### src/rtl/seg7_pkg.sv
`default_nettype none
// ============================================================================
// Module      : seg7_pkg
// Description : Shared constants and the hex -> 7-segment lookup used by the
//               scan driver. Segment vectors are active-high {g,f,e,d,c,b,a}
//               with bit 0 = segment a.
// Contents    : DIGITS   - number of multiplexed digits on the board
//               DIG_W    - width of the digit index
//               SEG_OFF  - active-high "all segments dark" pattern
//               hex_to_seg() - 16-entry hex glyph table
// Revision    : 1.0 - initial release
// ============================================================================
package seg7_pkg;

  localparam int         DIGITS  = 4;
  localparam int         DIG_W   = $clog2(DIGITS);
  localparam logic [6:0] SEG_OFF = 7'b0000000;

  // Hex glyph table, active-high gfedcba. Lower-case b and d keep them
  // distinguishable from 8 and 0. Anything that is not a clean 0..F (X/Z
  // in simulation) falls through to a dark digit rather than a guess.
  function automatic logic [6:0] hex_to_seg(input logic [3:0] nib);
    logic [6:0] glyph;
    glyph = SEG_OFF;
    case (nib)
      4'h0:    glyph = 7'b0111111;
      4'h1:    glyph = 7'b0000110;
      4'h2:    glyph = 7'b1011011;
      4'h3:    glyph = 7'b1001111;
      4'h4:    glyph = 7'b1100110;
      4'h5:    glyph = 7'b1101101;
      4'h6:    glyph = 7'b1111101;
      4'h7:    glyph = 7'b0000111;
      4'h8:    glyph = 7'b1111111;
      4'h9:    glyph = 7'b1101111;
      4'hA:    glyph = 7'b1110111;
      4'hB:    glyph = 7'b1111100;
      4'hC:    glyph = 7'b0111001;
      4'hD:    glyph = 7'b1011110;
      4'hE:    glyph = 7'b1111001;
      4'hF:    glyph = 7'b1110001;
      default: glyph = SEG_OFF;
    endcase
    return glyph;
  endfunction

endpackage : seg7_pkg
`default_nettype wire

### src/rtl/hex_to_seg7.sv
`default_nettype none
// ============================================================================
// Module      : hex_to_seg7
// Description : Combinational 4-bit hex nibble to 7-segment glyph decoder.
//               Output is always active-high; pin polarity is applied by the
//               instantiating scan driver just ahead of its output flops.
// Ports       : nibble   in  4  hex digit to render
//               segments out 7  active-high {g,f,e,d,c,b,a}
// Revision    : 1.0 - initial release
// ============================================================================
module hex_to_seg7
  import seg7_pkg::*;
(
  input  logic [3:0] nibble,
  output logic [6:0] segments
);

  assign segments = hex_to_seg(nibble);

endmodule : hex_to_seg7
`default_nettype wire

### src/rtl/seg7_scan_driver.sv
`default_nettype none
// ============================================================================
// Module      : seg7_scan_driver
// Description : Time-multiplexed 4-digit hex 7-segment driver. A 16-bit value
//               is captured into a shadow register on load, copied to the
//               display register only at the end of a full scan frame (so a
//               frame never mixes two values), and scanned one digit per slot
//               with a programmable anode dead time at the start of each slot.
//               All pins are registered: they reflect the scan state of the
//               previous clock cycle.
// Ports       : clk    in  1   system clock
//               rst_n  in  1   asynchronous active-low reset
//               value  in  16  hex value; value[3:0] is digit 0 (an[0])
//               load   in  1   capture value/dp_in into the shadow register
//               dp_in  in  4   per-digit decimal point request
//               seg    out 7   segment pins {g,f,e,d,c,b,a}
//               dp     out 1   decimal point pin of the active digit
//               an     out 4   digit anode pins, one-hot active or all idle
// Revision    : 1.0 - initial release
// ============================================================================
module seg7_scan_driver
  import seg7_pkg::*;
#(
  parameter int               REFRESH_DIV    = 100000,
  parameter int               BLANK_CYCLES   = 1000,
  parameter logic [DIGITS-1:0] DIGIT_EN      = 4'b1011,
  parameter bit               ACTIVE_LOW_SEG = 1'b1,
  parameter bit               ACTIVE_LOW_AN  = 1'b1
) (
  input  logic                clk,
  input  logic                rst_n,
  input  logic [4*DIGITS-1:0] value,
  input  logic                load,
  input  logic [DIGITS-1:0]   dp_in,
  output logic [6:0]          seg,
  output logic                dp,
  output logic [DIGITS-1:0]   an
);

  // --------------------------------------------------------------------------
  // Constants
  // --------------------------------------------------------------------------
  localparam int CNT_W = (REFRESH_DIV > 1) ? $clog2(REFRESH_DIV) : 1;

  localparam logic [CNT_W-1:0]  c_cnt_last = CNT_W'(REFRESH_DIV - 1);
  localparam logic [DIG_W-1:0]  c_dig_last = DIG_W'(DIGITS - 1);

  // Idle (dark) pin levels in board polarity; also the reset values.
  localparam logic [6:0]        c_seg_idle = ACTIVE_LOW_SEG ? ~SEG_OFF : SEG_OFF;
  localparam logic              c_dp_idle  = ACTIVE_LOW_SEG;
  localparam logic [DIGITS-1:0] c_an_idle  = ACTIVE_LOW_AN ? {DIGITS{1'b1}}
                                                           : {DIGITS{1'b0}};

  // --------------------------------------------------------------------------
  // State
  // --------------------------------------------------------------------------
  logic [CNT_W-1:0]    r_cnt;        // position inside the current digit slot
  logic [DIG_W-1:0]    r_digit;      // digit currently being scanned
  logic [4*DIGITS-1:0] r_shadow;     // last value captured on load
  logic [DIGITS-1:0]   r_shadow_dp;
  logic [4*DIGITS-1:0] r_disp;       // value shown for the whole current frame
  logic [DIGITS-1:0]   r_disp_dp;

  // --------------------------------------------------------------------------
  // Scan timing
  // --------------------------------------------------------------------------
  logic w_slot_end;
  logic w_frame_end;
  logic w_blank;

  assign w_slot_end  = (r_cnt == c_cnt_last);
  assign w_frame_end = w_slot_end && (r_digit == c_dig_last);

  // With no dead time the compare would be a constant-false unsigned test,
  // so that case is tied off explicitly.
  generate
    if (BLANK_CYCLES == 0) begin : g_no_blank
      assign w_blank = 1'b0;
    end else begin : g_blank
      localparam logic [CNT_W-1:0] c_blank_len = CNT_W'(BLANK_CYCLES);
      assign w_blank = (r_cnt < c_blank_len);
    end
  endgenerate

  // --------------------------------------------------------------------------
  // Digit selection and decode
  // --------------------------------------------------------------------------
  logic [3:0]        w_nibble;
  logic              w_dp_req;
  logic [DIGITS-1:0] w_an_onehot;
  logic              w_active;
  logic [6:0]        w_glyph;

  always_comb begin
    w_nibble    = r_disp[3:0];
    w_dp_req    = r_disp_dp[0];
    w_an_onehot = {{(DIGITS-1){1'b0}}, 1'b1};
    case (r_digit)
      2'd0: begin
        w_nibble    = r_disp[3:0];
        w_dp_req    = r_disp_dp[0];
        w_an_onehot = 4'b0001;
      end
      2'd1: begin
        w_nibble    = r_disp[7:4];
        w_dp_req    = r_disp_dp[1];
        w_an_onehot = 4'b0010;
      end
      2'd2: begin
        w_nibble    = r_disp[11:8];
        w_dp_req    = r_disp_dp[2];
        w_an_onehot = 4'b0100;
      end
      default: begin
        w_nibble    = r_disp[15:12];
        w_dp_req    = r_disp_dp[3];
        w_an_onehot = 4'b1000;
      end
    endcase
  end

  // A masked digit still consumes its slot but never lights: the anode,
  // segment and dp selection below depend only on the enable mask and the
  // scan counters, so a garbage nibble behind a masked digit cannot leak.
  assign w_active = !w_blank && DIGIT_EN[r_digit];

  hex_to_seg7 u_hex_to_seg7 (
    .nibble   (w_nibble),
    .segments (w_glyph)
  );

  // --------------------------------------------------------------------------
  // Next pin values, polarity applied ahead of the output flops
  // --------------------------------------------------------------------------
  logic [6:0]        w_seg_hi;
  logic              w_dp_hi;
  logic [DIGITS-1:0] w_an_hi;
  logic [6:0]        w_seg_pin;
  logic              w_dp_pin;
  logic [DIGITS-1:0] w_an_pin;

  assign w_seg_hi  = w_active ? w_glyph : SEG_OFF;
  assign w_dp_hi   = w_active & w_dp_req;
  assign w_an_hi   = w_active ? w_an_onehot : {DIGITS{1'b0}};

  assign w_seg_pin = ACTIVE_LOW_SEG ? ~w_seg_hi : w_seg_hi;
  assign w_dp_pin  = ACTIVE_LOW_SEG ? ~w_dp_hi  : w_dp_hi;
  assign w_an_pin  = ACTIVE_LOW_AN  ? ~w_an_hi  : w_an_hi;

  // --------------------------------------------------------------------------
  // Sequential logic
  // --------------------------------------------------------------------------
  always_ff @(posedge clk or negedge rst_n) begin
    if (!rst_n) begin
      r_cnt       <= '0;
      r_digit     <= '0;
      r_shadow    <= '0;
      r_shadow_dp <= '0;
      r_disp      <= '0;
      r_disp_dp   <= '0;
      seg         <= c_seg_idle;
      dp          <= c_dp_idle;
      an          <= c_an_idle;
    end else begin
      // Prescaler and digit ring; the ring wraps naturally at DIGITS=4.
      if (w_slot_end) begin
        r_cnt   <= '0;
        r_digit <= r_digit + 1'b1;
      end else begin
        r_cnt   <= r_cnt + 1'b1;
      end

      if (load) begin
        r_shadow    <= value;
        r_shadow_dp <= dp_in;
      end

      // Non-blocking read of r_shadow: a load on the latch edge itself is
      // deliberately deferred to the following frame.
      if (w_frame_end) begin
        r_disp    <= r_shadow;
        r_disp_dp <= r_shadow_dp;
      end

      seg <= w_seg_pin;
      dp  <= w_dp_pin;
      an  <= w_an_pin;
    end
  end

endmodule : seg7_scan_driver
`default_nettype wire

### config.mk
export PLATFORM = sky130hd
export DESIGN_NAME = seg7_scan_driver
export DESIGN_NICKNAME = d
export VERILOG_FILES = /design/src/rtl/seg7_pkg.sv /design/src/rtl/hex_to_seg7.sv /design/src/rtl/seg7_scan_driver.sv
export SDC_FILE = /design/constraint.sdc
export NUM_CORES = 1
export LEC_CHECK = 0
export BUFFER_PORTS_ARGS = -buffer_cell sky130_fd_sc_hd__buf_2
export CAP_MARGIN = 20
export CORE_UTILIZATION = 45
export CTS_CLUSTER_DIAMETER = 40
export DETAILED_ROUTE_END_ITERATION = 16
export MAX_ROUTING_LAYER = met4
export PLACE_DENSITY = 0.64
export SLEW_MARGIN = 10
export SYNTH_ARGS = -nofsm -noshare
export SYNTH_HDL_FRONTEND = slang
export SYNTH_SLANG_ARGS = --single-unit
### constraint.sdc
create_clock -name clk -period 3.6 [get_ports clk]
set_clock_uncertainty 0.2 [all_clocks]
set_input_delay 0.18 -clock clk [delete_from_list [all_inputs] [get_ports clk]]
set_output_delay 0.18 -clock clk [all_outputs]
set_load 0.02 [all_outputs]
-- Word-level counts from Yosys, hierarchy flattened
Memory sizes are Yosys's and may differ from the RTL's.
Cells that the tools add are included.
- bits in registers: 71
- memory bits (read-only): 112
- logic and storage cells: 34
- memories: 1
- add/subtract/negate cells: 2
- $lt $le $gt $ge: 2
- equal/unequal tests: 4
- muxes and demuxes: 8
- bitwise operators: 4
- reductions and logical operators: 4
- memory list (memory ; words ; width ; rd ports ; clocked after memory_dff ; wr ports ; RTL line ; RTL):
    (name not given) ; 16 ; 7 ; 1 ; 0 ; 0 ; seg7_pkg.sv:25 ; case (nib)
- operators with widths (operator ; count):
    $pmux W4 S3 ; 2
    $add A17 B1 Y17 const B ; 1
    $eq A17 B17 Y1 const B ; 1
    $lt A17 B10 Y1 const B ; 1
    $mux W17 ; 1
    $mux W7 ; 1
    $not A7 Y7 ; 1
    $eq A2 B2 Y1 const B ; 2
    $mux W4 ; 1
    $not A4 Y4 ; 1
    $lt A2 B3 Y1 const B ; 1
    $pmux W1 S3 ; 1
    $add A2 B1 Y2 const B ; 1
    $bmux W1 S2 ; 1
    $eq A2 B1 Y1 const B ; 1
    $logic_and A1 B1 Y1 ; 2
    $logic_not A2 Y1 ; 1
    $and A1 B1 Y1 ; 1
    $logic_not A1 Y1 ; 1
    $mux W1 ; 1
    $not A1 Y1 ; 1

-- Logic depth before layout (Yosys ltp)
- depth in word-level cells: 5
- gate-level depth with buffers: 10

-- By module
Synthesis repeated with hierarchy kept, for this count alone.
- cell total of the unflattened synthesis: 258
- area, all modules: 3314.4 um^2
- modules (own cells, without submodules) (module ; times used ; cells an instance ; area an instance (um^2)):
    seg7_scan_driver ; 1 ; 225 ; 3026.7
    hex_to_seg7 ; 1 ; 33 ; 287.8

-- Worst setup path before layout
Ideal clock, no wire load.
- kind: reg2reg
- start: register r_digit[1]
- end: register seg[3]
- arrival time: 2.012 ns
- data required time: 3.310 ns
- setup slack: 1.297 ns
- stages on the path, launching flop included: 9
- cell sequence: dfrtp_1 -> ha_1 -> clkbuf_1 -> mux2i_1 -> inv_1 -> ha_1 -> a21oi_1 -> a32o_1 -> nand2_1
- longest elaborated chain between the ends: 5
- elaborated cells between the ends (all ways): 10
- those cells by class: eq/ne (2); mux (4); bitwise (1); reduce/logical (2); memory (1)
- RTL lines (item ; RTL line ; RTL):
    from (decl) ; seg7_scan_driver.sv:58 ; logic [DIG_W-1:0] r_digit;
    from (signal assigned) ; seg7_scan_driver.sv:168 ; r_digit <= r_digit + 1'b1;
    $eq A2 B2 Y1, or another cell as far along ; seg7_scan_driver.sv:98 ; case (r_digit)
    $pmux W4 S3 or $mux W1 (tied branches) ; seg7_scan_driver.sv:98, seg7_scan_driver.sv:125 ;
    $mem_v2 Z16 W7 or $logic_and A1 B1 Y1 (tied branches) ; -- ;
    $mux W7 (*) ; seg7_scan_driver.sv:142 ; assign w_seg_hi = w_active ? w_glyph : SEG_OFF;
    $not A7 Y7 (*) ; seg7_scan_driver.sv:146 ; assign w_seg_pin = ACTIVE_LOW_SEG ? ~w_seg_hi : w_seg_hi;
    named net w_seg_pin[3] ; seg7_scan_driver.sv:138 ; logic [6:0] w_seg_pin;
    to (signal assigned) ; seg7_scan_driver.sv:161 ; seg <= c_seg_idle;
    to (signal assigned) ; seg7_scan_driver.sv:185 ; seg <= w_seg_pin;
    to (decl) ; seg7_scan_driver.sv:35 ; output logic [6:0] seg,
The timed path passes the listed nets; every way through them passes the cells marked *. The select of a mux whose other input is x is not followed.
A chain may end at the register's enable or synchronous reset.

-- Final worst setup path
- start: register r_cnt[11]
- end: register r_disp[5]
- longest elaborated chain between the ends: 2
- RTL lines (item ; RTL line ; RTL):
    from (decl) ; seg7_scan_driver.sv:57 ; logic [CNT_W-1:0] r_cnt;
    from (signal assigned) ; seg7_scan_driver.sv:170 ; r_cnt <= r_cnt + 1'b1;
    $eq A17 B17 Y1 ; seg7_scan_driver.sv:71 ; assign w_slot_end = (r_cnt == c_cnt_last);
    $logic_and A1 B1 Y1 ; seg7_scan_driver.sv:72 ; assign w_frame_end = w_slot_end && (r_digit == c_dig_last);
    to (signal assigned) ; seg7_scan_driver.sv:181 ; r_disp <= r_shadow;
    to (decl) ; seg7_scan_driver.sv:61 ; logic [4*DIGITS-1:0] r_disp;
No other way between the ends.

==> reports/metrics.csv <==
stage,metric,value,unit
yosys,Yosys warnings,0,
sta,Worst Max-Slew Pin Slew,0.972,ns
critical_path,"Req. time, crit path",3.63,ns
die,Die Width,87.0,µm
routing,vias post-DR,2046,
routing,initial drt markers,100,
cts,CTS tree,done,
placement,I/O Buffers,34,
sta,RSZ-0062 raised after global routing,no,
sta,setup_tns,0,ns
critical_path,startpoint types,flip-flop,
routing,vias per std cell,5.01,
die,die height,87.0,µm
yosys,Syn Std Cell Area,3250,µm²
die,# IOs,35,
yosys,Syn Inst Count,246,
final_layout,antenna diode count,0,
yosys,XOR/XNOR Fraction of Synth Area,3.50,%
pwr,part of the power in combinational logic,4.5,%
placement,detailed placement HPWL,3990,µm
yosys,average size of a mapped cell,13.2,µm²
final_layout,Layout Nets,343,
yosys,top cell type's share of synthesized area,45.4,%
yosys,synth top area cells,"dfrtp_1 (45%), dfstp_2 (9.7%), mux2_4 (9.2%), mux2_2 (7.6%), ha_1 (5.0%)",
die,die area,7560,µm²
min_path,hold crit path type,input port to flip-flop,
run,maxcap violations,0,
sta,Max-slew headroom,35.2,%
pwr,switching power,331,µW
grt,GRT Residual Overflow,0,
routing,DR DRC count,0,
sta,Final Hold Violating Endpoints,0,
cts,H-tree levels,3,
sta,Tcrit/Tclk final,75.5,%
critical_path,critical path type,flip-flop to flip-flop,
sta,crit path time final,2.72,ns
yosys,post-synthesis mux area share,18.7,%
routing,DR pass1 iterations,5,
grt,first-pass GRT wire length,10200,µm
final_layout,area grow syn2layout,21.4,%
cts,clk slew on worst S/H paths,0.07,ns
sta,Slew Limit Fails,0,
placement,gpl congestion,0.823,
yosys,Post-Synth Adder-Cell Area,5.01,%
cts,clock latency on the worst-skew pair,0.35,ns
yosys,Post-synth EDFFs,0,
yosys,"Seq/Total Area, Yosys",55.1,%
die,# rows,30,
routing,routed len/inst,14.4,µm
cts,Max clock buf depth,2,
yosys,"Top FF cell, synth",dfrtp_1,
yosys,#FFs+latches synth,71,
critical_path,CP arrival,2.74,ns
pwr,internal power,1.27,mW
yosys,Yosys top cell by area,dfrtp_1,
grt,GRT Total Usage,18.5,%
pwr,VDD IR max,350,µV
final_layout,Final Cell Area,3950,µm²
yosys,syn nets,282,
pwr,Leakage,1.77,nW
placement,cell area after placement,3510,µm²
yosys,simple-gate portion of the synthesized area,9.78,%
pwr,Reg power frac,52.0,%
critical_path,"critical path fanouts, max",20,
sta,count of final setup violators,0,
grt,antenna violations before repair,0,
pwr,Power per Cell Area,406,nW/µm²
cts,clk sinks,71,
routing,Detailed Route WL,5880,µm
yosys,largest family of logic cells by synthesized area,multiplexers,
final_layout,share of layout cells above drive strength 1,34.9,%
outcome,status,"finished, final reports clean",
sta,maximum clock rate,368,MHz
yosys,Synth cell types,38,
routing,final antenna-violating net count,0,
die,Initial Utilization,47.3,%
grt,pin count of the biggest net entering global routing,41,
pwr,Pwr Total,1.60,mW
die,Core Region,6870,µm²
cts,Inserted Clock Buffers,9,
pwr,Switching Fraction,20.7,%
cts,Root Driver,clkbuf_8,
yosys,Synth async-reset ratio,100,%
cts,post-CTS setup buffers,0,
yosys,Compound-Gate Fraction of Synth Area,5.66,%
grt,vias in the first global route,2125,
pwr,clock power share,43.5,%
critical_path,Critical Path Sink Type,flip-flop,
[metal layers]
layer / vias to the layer above / global-route usage (%) / wire length [µm] / part of all wire (%)
li1: 999 / - / - / -
met1: 980 / 23.7 / 2800 / 48
met2: 58 / 28.4 / 2800 / 48
met3: 9 / 5.97 / 217 / 3.7
met4: 0 / 5.00 / 65 / 1.1
met5: - / - / 0 / 0
[power by group through the flow]
| stage | sequential (mW) | combinational, mW | clock, mW |
|---|---|---|---|
| floorplan | 0.843 | 0.0276 | 0 |
| global placement | 0.847 | 0.0561 | 0 |
| detailed placement | 0.848 | 0.0576 | 0 |
| CTS | 0.833 | 0.0744 | 0.715 |
| global route | 0.836 | 0.0817 | 0.754 |
| finish | 0.832 | 0.0726 | 0.696 |
[cells in the mapped netlist (2+ instances only)]
cell      count
dfrtp_1      59
mux2_2       22
nand2_1      22
mux2_4       20
ha_1         13
dfstp_2      12
xnor2_1       9
inv_1         8
nand3_1       8
a21oi_1       7
nor2_1        7
mux2i_1       6
o21ai_0       6
clkbuf_1      5
nand4_1       5
xor2_1        4
a222oi_1      3
a22oi_1       3
o221ai_1      3
buf_6         2
nor3_1        2
nor4_1        2
o211ai_1      2
or3_1         2
[stage by stage]
| stage | hold WS (ns) | setup slack, ns | utilization [%] | cells |
|---|---|---|---|---|
| 2_1_floorplan | -0.316 | 1.30 | - | 246 |
| 3_3_place_gp | 0.0650 | 0.880 | 51.1 | 371 |
| 3_5_place_dp | 0.0694 | 0.872 | 51.1 | 371 |
| 4_1_cts | 0.185 | 0.850 | 57.4 | 408 |
| 5_1_grt | 0.198 | 0.753 | 57.4 | 408 |
| 6_report | 0.179 | 0.880 | 57.4 | 408 |
[critical path, cell delays in order (launching register included)]
cell     delay, ns
dfrtp_1       0.43
or4_4         0.59
nor4_4        0.43
nand2_2       0.51
mux2_4        0.45
[path summary, 6_finish.rpt]
| check | cells past startpoint | to | slack, ns | from |
|---|---|---|---|---|
| min in group asynchronous | 2 | r_cnt[10]$_DFF_PN0_ | 0.21 | rst_n |
| max | 4 | r_disp[5]$_DFFE_PN0P_ | 0.88 | r_cnt[11]$_DFF_PN0_ |
| max reg2reg | 4 | r_disp[5]$_DFFE_PN0P_ | 0.88 | r_cnt[11]$_DFF_PN0_ |
| min | 2 | r_shadow_dp[3]$_DFFE_PN0P_ | 0.18 | load |
| min reg2reg | 1 | r_cnt[0]$_DFF_PN0_ | 0.30 | r_cnt[0]$_DFF_PN0_ |
| max in group asynchronous | 3 | an[3]$_DFF_PN1_ | 2.02 | rst_n |
[what timing repair did]
action	in CTS	in global routing
hold buffers	21	0
endpoints found under the hold margin	41	0
gates resized for setup	0	0
endpoints found under the setup margin	0	0
[cell type report]
type                       instances  area (µm²)
clock inverter                     6        83.8
sequential                        71        1790
fill                             573        2920
inverter                           8        30.0
timing repair buffer              57         395
multi-input combinational        160        1390
tap                               96         120
clock buffer                      10         138
[cells in the final DEF, fill, tap and decap left out, drive strengths merged, types with 3 or more instances in the layout]
cell type,count
a21oi,7
a222oi,3
a22oi,3
buf,36
clkbuf,10
dfrtp,59
dfstp,12
dlygate4sd3,21
ha,13
inv,8
mux2,42
mux2i,6
nand2,23
nand3,8
nand4,5
nor2,7
nor4,3
o21ai,6
o221ai,3
xnor2,9
xor2,4
[logic make-up (layout without fill, tap and decap cells)]
family / count (synthesis) / in the layout
AO/OA/AOI/OAI: 27 / 27
flip-flops: 71 / 71
adder cells (fa/ha/maj): 13 / 13
buffers and inverters: 15 / 81
AND/OR/NAND/NOR: 59 / 59
multiplexers: 48 / 48
XOR/XNOR: 13 / 13
[state kept, by name (all words and copies together) (netlist names)]
signal,flops
an,4
r_disp,16
dp,1
r_shadow_dp,4
r_shadow,16
seg,7
r_digit,2
r_cnt,17
r_disp_dp,4
(Power assumes the default switching activity.)
